**src/rtl/apb_timer_pkg.sv**
```systemverilog
// Shared definitions for the APB timer: register word offsets, CTRL bit layout
// and the packed CTRL struct with helpers to move it to and from a bus word.
package apb_timer_pkg;

    localparam logic [1:0] TMR_CTRL   = 2'd0;
    localparam logic [1:0] TMR_LOAD   = 2'd1;
    localparam logic [1:0] TMR_VALUE  = 2'd2;
    localparam logic [1:0] TMR_STATUS = 2'd3;

    localparam int CTRL_EN_BIT       = 0;
    localparam int CTRL_PERIODIC_BIT = 1;
    localparam int CTRL_IRQ_EN_BIT   = 2;
    localparam int CTRL_PRESC_LSB    = 8;
    localparam int CTRL_PRESC_MSB    = 15;

    typedef struct packed {
        logic [7:0] presc;
        logic       irq_en;
        logic       periodic;
        logic       en;
    } ctrl_t;

    function automatic ctrl_t ctrl_from_word(input logic [31:0] w);
        ctrl_t c;
        c.presc    = w[CTRL_PRESC_MSB:CTRL_PRESC_LSB];
        c.irq_en   = w[CTRL_IRQ_EN_BIT];
        c.periodic = w[CTRL_PERIODIC_BIT];
        c.en       = w[CTRL_EN_BIT];
        return c;
    endfunction

    function automatic logic [31:0] ctrl_to_word(input ctrl_t c);
        logic [31:0] w;
        w = '0;
        w[CTRL_PRESC_MSB:CTRL_PRESC_LSB] = c.presc;
        w[CTRL_IRQ_EN_BIT]               = c.irq_en;
        w[CTRL_PERIODIC_BIT]             = c.periodic;
        w[CTRL_EN_BIT]                   = c.en;
        return w;
    endfunction

endpackage

```
**src/rtl/timer_prescaler.sv**
```systemverilog
// Prescaler for the APB timer: counts 0..presc while enabled and emits a
// one-cycle tick on the terminal count, then wraps to 0.
module timer_prescaler (
    input  logic       clk,
    input  logic       hresetn,
    input  logic       en,
    input  logic       clr,
    input  logic [7:0] presc,
    output logic       tick
);

    logic [7:0] count;

    assign tick = en & (count == presc);

    // clr beats everything so a LOAD write or a fresh enable restarts the period
    always_ff @(posedge clk or negedge hresetn) begin
        if (!hresetn) begin
            count <= '0;
        end else if (clr) begin
            count <= '0;
        end else if (tick) begin
            count <= '0;
        end else if (en) begin
            count <= count + 8'd1;
        end
    end

endmodule

```
**src/rtl/apb_timer_slave.sv**
```systemverilog
// APB timer slave: zero-wait APB decode of CTRL/LOAD/VALUE/STATUS, a prescaled
// down-counter with one-shot or periodic reload, sticky expiry and level irq.
module apb_timer_slave
    import apb_timer_pkg::*;
#(
    parameter int          PSEL_IDX   = 0,
    parameter logic [31:0] RESET_LOAD = 32'hFFFF_FFFF
) (
    input  logic        clk,
    input  logic        hresetn,
    input  logic [2:0]  psel,
    input  logic        penable,
    input  logic        pwrite,
    input  logic [31:0] paddr,
    input  logic [31:0] pwdata,
    output logic [31:0] prdata,
    output logic        irq
);

    // Handshake: a transfer is a setup cycle (sel & ~penable) followed by one
    // access cycle (sel & penable); there is no ready, so every access completes.
    logic        sel;
    logic        wr;
    logic        rd_setup;
    logic        access;
    logic [1:0]  reg_idx;
    logic        wr_ctrl;
    logic        wr_load;
    logic        wr_status;
    ctrl_t       ctrl;
    ctrl_t       wctrl;
    logic [31:0] load;
    logic [31:0] value;
    logic        expired;
    logic        tick;
    logic        presc_clr;
    logic        expire;
    logic [31:0] rdata;
    logic        unused_bits;

    assign sel       = psel[PSEL_IDX];
    assign wr        = sel & penable & pwrite;
    assign rd_setup  = sel & ~penable & ~pwrite;
    assign access    = sel & penable;
    assign reg_idx   = paddr[3:2];
    assign wr_ctrl   = wr & (reg_idx == TMR_CTRL);
    assign wr_load   = wr & (reg_idx == TMR_LOAD);
    assign wr_status = wr & (reg_idx == TMR_STATUS);
    assign wctrl     = ctrl_from_word(pwdata);

    assign unused_bits = ^{paddr[31:4], paddr[1:0], psel};

    assign presc_clr = wr_load | (wr_ctrl & ~ctrl.en & wctrl.en);
    // A LOAD write in the tick cycle replaces the count, so it cannot expire
    assign expire    = tick & ~wr_load & (value == 32'd0);

    timer_prescaler u_prescaler (
        .clk     (clk),
        .hresetn (hresetn),
        .en      (ctrl.en),
        .clr     (presc_clr),
        .presc   (ctrl.presc),
        .tick    (tick)
    );

    always_ff @(posedge clk or negedge hresetn) begin
        if (!hresetn) begin
            ctrl <= '0;
        end else if (wr_ctrl) begin
            ctrl <= wctrl;
        end else if (expire & ~ctrl.periodic) begin
            ctrl.en <= 1'b0;
        end
    end

    always_ff @(posedge clk or negedge hresetn) begin
        if (!hresetn) begin
            load <= RESET_LOAD;
        end else if (wr_load) begin
            load <= pwdata;
        end
    end

    always_ff @(posedge clk or negedge hresetn) begin
        if (!hresetn) begin
            value <= RESET_LOAD;
        end else if (wr_load) begin
            value <= pwdata;
        end else if (tick) begin
            if (value != 32'd0) begin
                value <= value - 32'd1;
            end else if (ctrl.periodic) begin
                value <= load;
            end
        end
    end

    always_ff @(posedge clk or negedge hresetn) begin
        if (!hresetn) begin
            expired <= 1'b0;
        end else begin
            expired <= expire | (expired & ~(wr_status & pwdata[0]));
        end
    end

    always_comb begin
        rdata = '0;
        case (reg_idx)
            TMR_CTRL:   rdata = ctrl_to_word(ctrl);
            TMR_LOAD:   rdata = load;
            TMR_VALUE:  rdata = value;
            TMR_STATUS: rdata = {31'd0, expired};
            default:    rdata = '0;
        endcase
    end

    // Captured at the setup edge, held through access, zero otherwise
    always_ff @(posedge clk or negedge hresetn) begin
        if (!hresetn) begin
            prdata <= '0;
        end else if (rd_setup) begin
            prdata <= rdata;
        end else if (!access) begin
            prdata <= '0;
        end
    end

    assign irq = expired & ctrl.irq_en;

endmodule

```
**config.mk**
```make
export PLATFORM = sky130hd
export DESIGN_NAME = apb_timer_slave
export DESIGN_NICKNAME = d
export VERILOG_FILES = /design/src/rtl/apb_timer_pkg.sv /design/src/rtl/timer_prescaler.sv /design/src/rtl/apb_timer_slave.sv
export SDC_FILE = /design/constraint.sdc
export NUM_CORES = 1
export LEC_CHECK = 0
export CORE_UTILIZATION = 54
export DETAILED_ROUTE_END_ITERATION = 7
export HOLD_SLACK_MARGIN = 0.06
export PLACE_DENSITY = 0.92
export SLEW_MARGIN = 25
export SYNTH_ARGS = -nofsm -noshare
export SYNTH_HDL_FRONTEND = slang
export SYNTH_SLANG_ARGS = --single-unit
```
**constraint.sdc**
```tcl
create_clock -name clk -period 2.5 [get_ports clk]
set_clock_uncertainty 0.05 [all_clocks]
set_input_delay 0.375 -clock clk [delete_from_list [all_inputs] [get_ports clk]]
set_output_delay 0.375 -clock clk [all_outputs]
set_load 0.1 [all_outputs]
```
Word level (Yosys, flattened, before mapping)
Index checks and enable logic that the tools add are counted.
{"block": "op_classes", "bitwise_logic": 24, "n_mux": 12, "magnitude_cmp": 0, "n_eq_ne": 5, "div": 0, "shifts": 0, "addsub": 2, "n_mul": 0, "n_reduce_logical": 8}
{"cell": "$mux 32", "n": 6}
{"cell": "$pmux 32 s4", "n": 1}
{"cell": "$logic_not 32->1", "n": 1}
{"cell": "$reduce_bool 32->1", "n": 1}
{"cell": "$sub 32x1->32 const B", "n": 1}
{"cell": "$mux 8", "n": 3}
{"cell": "$and 1x1->1", "n": 16}
{"cell": "$add 8x1->8 const B", "n": 1}
{"cell": "$eq 8x8->1", "n": 1}
{"cell": "$not 1->1", "n": 6}
{"cell": "$reduce_bool 3->1", "n": 2}
{"cell": "$eq 2x2->1 const B", "n": 2}
{"cell": "$reduce_bool 2->1", "n": 2}
{"cell": "$eq 2x1->1 const B", "n": 1}
{"cell": "$logic_not 2->1", "n": 1}
{"cell": "$mux 1", "n": 2}
{"cell": "$ne 2x2->1 const B", "n": 1}
{"cell": "$or 1x1->1", "n": 2}
{"cell": "$reduce_and 2->1", "n": 1}
{"block": "word_totals", "regBits": 116, "latchBits": 0, "out_inout_bits": 33, "mem_bits_ro": 0, "inputBits": 71, "elab_cells": 60, "mem_count": 0, "ramBits": 0}

Longest topological paths before layout
Gate-level depths: netlist of run 1.
{"block": "depth", "ltp_word": 9, "mapped_depth": 10, "ltp_nobuf": 8}

Hierarchy
A second synthesis of run 1 with hierarchy kept.
{"block": "hier_totals", "cells_unflattened": 698, "hier_area_um2": 6284.8}
{"module": "apb_timer_slave", "cells_per_inst": 646, "instances": 1, "area_per_inst_um2": 5751.8, "seq_area_each_um2": 2782.7}
{"module": "timer_prescaler", "cells_per_inst": 52, "instances": 1, "area_per_inst_um2": 533.0, "seq_area_each_um2": 200.2}

Least setup slack after synthesis of run 1
Ideal clock, no wire load.
{"block": "synth_timing", "path_kind": "register -> register", "start": "register value[0]", "end": "register value[1]", "required_ns": 2.377, "setup_ns": 0.073, "path_stages_with_launch": 11, "n_path_buf": 2, "arrival_ns": 2.094, "setup_slack_ns": 0.283, "period_less_slack_ns": 2.217, "cell_sequence": "dfstp_2 > inv_1 > ha_1 > nor3b_1 > and4_1 > clkbuf_1 > nand4_4 > o21a_1 > clkbuf_1 > o211ai_1 > a21oi_1"}
{"block": "synth_between", "elab_chain_cells": 4, "word_cells_on_any_way": 7, "classes_between": "add/sub: 1; mux: 3; reduce/logical: 3"}
{"item": "start, declared", "line": "apb_timer_slave.sv:33", "rtl": "logic [31:0] value;"}
{"item": "start signal, assigned", "line": "apb_timer_slave.sv:88", "rtl": "value <= pwdata;"}
{"item": "start signal, assigned", "line": "apb_timer_slave.sv:91", "rtl": "value <= value - 32'd1;"}
{"item": "start signal, assigned", "line": "apb_timer_slave.sv:93", "rtl": "value <= load;"}
{"item": "$sub 32x1->32 or $reduce_bool 32->1 (tied branches)", "line": "apb_timer_slave.sv:91, apb_timer_slave.sv:90"}
{"item": "$mux 32", "line": "apb_timer_slave.sv:90", "rtl": "if (value != 32'd0) begin"}
{"item": "$mux 32", "line": "apb_timer_slave.sv:89", "rtl": "end else if (tick) begin"}
{"item": "$mux 32", "line": "apb_timer_slave.sv:87", "rtl": "end else if (wr_load) begin"}
Parallel ways exist; a longest one is shown, timed or not. The select of a mux whose other input is x is not followed.
A chain may end at the register's enable or synchronous reset.

Final worst setup path of run 1
{"block": "layout_timing", "start": "register value[1]", "end": "register value[13]"}
Same word-level chain as after synthesis.

==> flow_metrics.tcl, run 1 <==
set metrics [dict create \
    syn_to_final_growth_pct 25.4 \
    tns_ns 0 \
    dp_hpwl_um 12500 \
    viasPerCell 6.60 \
    ys_warn_count 0 \
    cts-root-buf "clkbuf_16" \
    yosys.area.top_type "dfstp_2" \
    fin_crit_ns 2.42 \
    ys_seq_elements 116 \
    yosysMostFrequentCell "nand2_1" \
    setup_viol 0 \
    fmax_ghz 0.413 \
    cp_max_fo 10 \
    cts_tree "yes" \
    status "finished clean" \
    mappedNetlistNets 774 \
    power_leakage_uw 0.00338 \
    grt_max_degree 64 \
    synth_flop_cell "dfstp_2" \
    antenna_cells 0 \
    netlist_area_um2 6390 \
    yosysTopAreaCellShare_pct 26.3 \
    syn_inst 700 \
    grt_pass1_vias 6221 \
    drive_above_1_share_pct 26.5 \
    drt_pass1_iterations 7 \
    maxSlewViolCount 0 \
    route.detailed.drc 0 \
    initial_core_util_pct 55.7 \
    avgSynthCellArea_um2 9.12 \
    min_path_type "input pin to async pin" \
    crit_type "flop to flop" \
    worst_ep_arrival_time_ns 2.72 \
    ant_nets 0 \
    async_flop_share_pct 100 \
    grt-ovfl-total 0 \
    synth_area_leaders "dfstp_2, dfrtp_1, nand2_1" \
    coreArea_um2 11500 \
    finalHoldViolCount 0 \
    cts.htree.levels 4 \
    maxCapViolations 0 \
    num_vias 6162 \
    synth_seq_area_share_pct 46.7 \
    die_area_um2 12300 \
    nNetsFinal 852 \
    worstSetupEndpointType "flop" \
    numPortBuffers 71 \
    die_h_um 111 \
    ys_types 65 \
    synth-compound-area-share_pct 19.9 \
    layout_worst_path_cycle_share_pct 96.7 \
    io_pins 104 \
    cp.required_ns 2.80 \
    synth_xor_area_share_pct 2.47 \
    rsz0062_at_grt "true" \
    slew_headroom_pct 60.8 \
    yosys-top-cells-count "nand2_1, dfstp_2, o21ai_0, dfrtp_1, nor2_1" \
    synth_top_family_by_area "simple AND/OR/NAND/NOR gates" \
    synth-simple-area-share_pct 21.2 \
    gr-usage-all-layers_pct 32.2 \
    drt_iter0_markers 827 \
    gp_congestion 0.935 \
    clkTransAtPathRegs_ns 0.06 \
    cp-start-kind "flop" \
    grt_pass1_wl_um 31300 \
    wire_per_inst_um 20.5 \
    cts_sinks 116 \
    yosys.area_share.adder_pct 0.588 \
    power.density_nw_per_um2 886 \
    clk_latency_ns 0.43 \
    synth_edf_count 0 \
    holdWs_ns 0.273 \
    tightest_slew_ns 0.587 \
    antenna_found_initial 0 \
    dieWidth_um 111 \
    numCtsBuffers 17 \
    cts_buffer_depth 2 \
    synthMuxAreaShare_pct 4.41 \
    wl_um 19200 \
    vdd_drop_max_uv 652 \
    rows 39 \
]
-- cell type report --
type                            count  area (um2)
Sequential cell                   116        2980
Tap cell                          143         179
Clock inverter                     10         178
Fill cell                         758        3460
Timing Repair Buffer              114        1010
Clock buffer                       22         464
Multi-Input combinational cell    513        3130
Inverter                           16        60.1
-- registers in the layout, indices dropped and copies added, names as in the netlist --
signal / flops
load: 32
ctrl: 11
prdata: 32
expired: 1
u_prescaler.count: 8
value: 32
-- layer usage --
layer / GRT usage [%] / wire, um
met3: 8.69 / 1850
met4: 17.2 / 696
met1: 38.6 / 7140
met5: 0 / 0
met2: 52.9 / 9480
-- stage by stage --
step | utilization [%] | total power [uW] | setup slack, ns | area (um2) | instances
2_1_floorplan | - | 3820 | 0.283 | 6390 | 700
3_3_place_gp | 63.9 | 4200 | 0.169 | 7330 | 900
3_5_place_dp | 63.9 | 4320 | 0.0663 | 7330 | 900
4_1_cts | 69.6 | 7040 | 0.0416 | 7980 | 933
5_1_grt | 69.8 | 7350 | 0.00107 | 8010 | 934
6_report | 69.8 | 7100 | 0.0814 | 8010 | 934
-- cells by family after synthesis --
family / Yosys count
flops: 116
buf+inv: 71
xor+xnor: 18
compound gates: 189
simple gates: 278
mux: 25
fa+ha+maj: 3
-- worst max-delay path, stage by stage (launching register included) --
cell,delay (ns)
dfstp_2,0.39
inv_1,0.08
ha_1,0.16
nor3b_2,0.25
nand4_1,0.23
buf_4,0.21
o41ai_2,0.28
buf_4,0.27
o22ai_1,0.11
a221o_1,0.30
-- report_power, final --
part,leakage [uW],switching [uW],internal (uW),total (uW)
clock,0.000314,862,1810,2670
sequential,0.00137,519,2420,2940
combinational,0.00170,846,636,1480
-- cells in the final DEF, fill, tap and decap left out, types with 12 or more instances in the layout --
| cell | instances |
|---|---|
| buf_4 | 71 |
| dfrtp_1 | 52 |
| dfstp_2 | 64 |
| a22oi_1 | 22 |
| inv_1 | 16 |
| clkdlybuf4s50_1 | 37 |
| nand4_1 | 13 |
| mux2i_1 | 12 |
| xnor2_1 | 15 |
| o21ai_0 | 53 |
| clkbuf_16 | 17 |
| a21oi_1 | 30 |
| nor3_1 | 21 |
| nor2_1 | 47 |
| nand2_1 | 141 |
-- worst paths after layout --
kind	end	start	slack [ns]	cells past startpoint
worst max register to register	value[13]$_DFFE_PN1P_	value[1]$_DFFE_PN1P_	0.08	9
worst max-delay path	value[13]$_DFFE_PN1P_	value[1]$_DFFE_PN1P_	0.08	9
worst min register to register	load[25]$_DFFE_PN1P_	load[25]$_DFFE_PN1P_	0.42	2
min in group clk	load[25]$_DFFE_PN1P_	load[25]$_DFFE_PN1P_	0.42	2
max in group asynchronous	prdata[8]$_DFFE_PN0P_	hresetn	1.34	3
worst min-delay path	prdata[21]$_DFFE_PN0P_	hresetn	0.27	2
-- what timing repair did --
item	CTS	global route
endpoints found under the setup margin	0	20
hold buffers	1	0
setup buffers	0	1
endpoints found under the hold margin	36	0
gates resized for setup	0	4
Power figures use the tool's default switching activity.
==> run 2: changes to the inputs <==
--- a/config.mk
+++ b/config.mk
@@ -5,6 +5,7 @@
 export SDC_FILE = /design/constraint.sdc
 export NUM_CORES = 1
 export LEC_CHECK = 0
+export CAP_MARGIN = 30
 export CORE_UTILIZATION = 54
 export DETAILED_ROUTE_END_ITERATION = 7
 export HOLD_SLACK_MARGIN = 0.06
==> results of run 2 <==
No change in the layout: final DEF, timing and power equal those of run 1.
==> run 3: changes to the inputs <==
--- a/config.mk
+++ b/config.mk
@@ -13,4 +13,5 @@
 export SLEW_MARGIN = 25
 export SYNTH_ARGS = -nofsm -noshare
 export SYNTH_HDL_FRONTEND = slang
+export SYNTH_HIERARCHICAL = 1
 export SYNTH_SLANG_ARGS = --single-unit
==> run 3 against run 2 <==
Against the previous run:
- maximum frequency shrank 2.9%
- wire length grew 2.5%
- utilization grew 4.0 points
- cell area grew 4.8%
- count of clock-buffer cells in the layout grew 7
- combinational power grew 32%
- sequential power shrank 3%
- critical path depth grew 1
- flip-flop and latch count is the same
- register-to-register slack lost 0.07 ns
- largest power group unchanged
- highest routed layer unchanged
==> flow_metrics.tcl, run 3 <==
set metrics [dict create \
    power.density_nw_per_um2 860 \
    yosysMostFrequentCell "nand2_1" \
    rsz0062_at_grt "true" \
    die_area_um2 12100 \
    finalHoldViolCount 0 \
    layout_worst_path_cycle_share_pct 99.6 \
    ys_types 70 \
    largest_registers "load: 32 flops, prdata: 32 flops, value: 32 flops" \
    drive_above_1_share_pct 32.1 \
    cp_slowest_stage_delay_ns 0.48 \
    nNetsFinal 909 \
    netlist_area_um2 6280 \
    cp.required_ns 2.79 \
    wire_per_inst_um 19.8 \
    clkTransAtPathRegs_ns 0.05 \
    slew_headroom_pct 62.5 \
    numCtsBuffers 17 \
    cts_tree "yes" \
    cpMaxStageDelayCell "or4b_4" \
    synth_edf_count 0 \
    die_h_um 110 \
    layout_common_cells "nand2_1, buf_4, dfstp_2" \
    fin_util_pct 73.9 \
    ant_nets 0 \
    power_leakage_uw 0.00358 \
    layout_setup_ws_ns 0.00886 \
    path_cells "inv_2, ha_4, or4b_4, or4_4, nor3_4, buf_4, buf_6, nand3_2, o211a_1, o31ai_2" \
    r2r-start "value[1]$_DFFE_PN1P_" \
    coreArea_um2 11400 \
    cts-root-buf "clkbuf_16" \
    io_pins 104 \
    cp_max_fo 7 \
    drt_pass1_iterations 8 \
    cp-start-kind "flop" \
    ys_seq_elements 116 \
    post-place-ws_ns -0.0830 \
    grt_pass1_vias 6063 \
    ys_warn_count 6 \
    grt_util_met2_pct 55.3 \
    grt_pass1_wl_um 30600 \
    gp_congestion 0.952 \
    yosys-top-cells-count "nand2_1, o21ai_0, dfstp_2, dfrtp_1, nor2_1" \
    initial_core_util_pct 55.3 \
    crit_type "flop to flop" \
    clk_latency_ns 0.42 \
    total_power_uw 7220 \
    synth_area_leaders "dfstp_2, dfrtp_1, nand2_1" \
    yosys.area.top_type "dfstp_2" \
    grt_max_degree 52 \
    layout_commonest_cell "nand2_1" \
    use_met1_pct 43.3 \
    design_area_um2 8400 \
    setup_viol 0 \
    avgSynthCellArea_um2 9.00 \
    use_met3_pct 6.82 \
    route.detailed.drc 0 \
    maxSlewViolCount 0 \
    dieWidth_um 110 \
    numPortBuffers 71 \
    async_flop_share_pct 100 \
    fin_crit_ns 2.49 \
    status "finished clean" \
    num_vias 6192 \
    syn_inst 698 \
    place_area_um2 7550 \
    cts_buffer_depth 2 \
    rows 39 \
    worstSetupEndpointType "flop" \
    synth_flop_cell "dfstp_2" \
    worst_ep_arrival_time_ns 2.78 \
    tightest_slew_ns 0.562 \
    syn_to_final_growth_pct 33.6 \
    antenna_cells 0 \
    cts_sinks 116 \
    drt_iter0_markers 600 \
    gr-usage-all-layers_pct 34.0 \
    yosysTopAreaCellShare_pct 26.8 \
    synth_seq_area_share_pct 47.5 \
    antenna_found_initial 0 \
    mappedNetlistNets 772 \
    cts.htree.levels 4 \
    min_path_type "flop to flop" \
    holdWs_ns 0.418 \
    vdd_drop_max_uv 547 \
    hp-start "load[4]$_DFFE_PN1P_" \
    maxCapViolations 0 \
    viasPerCell 6.25 \
    dp_hpwl_um 13400 \
    grt.busiest_layer "met2" \
    fmax_ghz 0.401 \
    grt-ovfl-total 0 \
    wl_um 19600 \
    startpoint "value[1]$_DFFE_PN1P_" \
    fillers 761 \
]
run 3: final cells by class:
cell class / instances / area [um2] / area share [%]
Inverter: 12 / 45.0 / 0.536
Multi-Input combinational cell: 526 / 3220 / 38.3
Tap cell: 143 / 179 / 2.13
Sequential cell: 116 / 2980 / 35.5
Clock buffer: 29 / 551 / 6.56
Clock inverter: 3 / 40.0 / 0.477
Timing Repair Buffer: 162 / 1380 / 16.5
run 3: metrics by stage:
step           setup TNS [ns]  cells
2_1_floorplan               0    698
3_3_place_gp          -0.0183    947
3_5_place_dp           -0.339    947
4_1_cts                -0.410    987
5_1_grt                -0.487    991
6_report                    0    991
run 3: kinds of logic (layout without fill, tap and decap cells):
family | count (synthesis) | count (layout) | share of synthesized area (%)
and+or+nand+nor | 287 | 287 | 21.7
buffers and inverters | 56 | 206 | 3.62
xor gates and xnor gates | 20 | 20 | 2.79
muxes | 23 | 23 | 4.06
AOI/OAI and AO/OA | 193 | 193 | 19.7
DFF | 116 | 116 | 47.5
adders and majority gates | 3 | 3 | 0.597
run 3: worst max-delay path, delay by kind of cell, from the launching register on:
| kind | cells | cell delay, ns |
|---|---|---|
| AND/OR/NAND/NOR | 4 | 1.18 |
| flip-flops | 1 | 0.38 |
| buffers and inverters | 3 | 0.36 |
| AO/OA/AOI/OAI | 2 | 0.32 |
| adder cells (fa/ha/maj) | 1 | 0.11 |
run 3: what timing repair did:
action,in CTS,in global routing
cloned,0,0
gates resized for setup,13,32
buffers inserted,7,4
setup endpoints to repair,12,31
pin swaps,8,19
endpoints found under the hold margin,20,0
hold buffers,1,0
run 3: power by group:
part / leakage (uW) / internal, uW / total, uW / switching [uW]
sequential: 0.00136 / 2440 / 2860 / 414
combinational: 0.00193 / 866 / 1960 / 1090
clock: 0.000294 / 1580 / 2410 / 832
run 3: per-layer routing:
| layer | vias to the layer above | share of wire [%] |
|---|---|---|
| li1 | 2790 | - |
| met1 | 2999 | 40 |
| met4 | 0 | 3.3 |
| met3 | 68 | 7.8 |
| met2 | 335 | 49 |
| met5 | - | 0 |
run 3: path summary, 6_finish.rpt:
check / endpoint / slack, ns / cells past startpoint
worst max register to register: value[12]$_DFFE_PN1P_ / 0.009 / 10
worst min register to register: load[4]$_DFFE_PN1P_ / 0.42 / 2
max in group asynchronous: load[22]$_DFFE_PN1P_ / 1.18 / 3
worst max-delay path: value[12]$_DFFE_PN1P_ / 0.009 / 10
min in group asynchronous: prdata[15]$_DFFE_PN0P_ / 0.44 / 2
worst min-delay path: load[4]$_DFFE_PN1P_ / 0.42 / 2
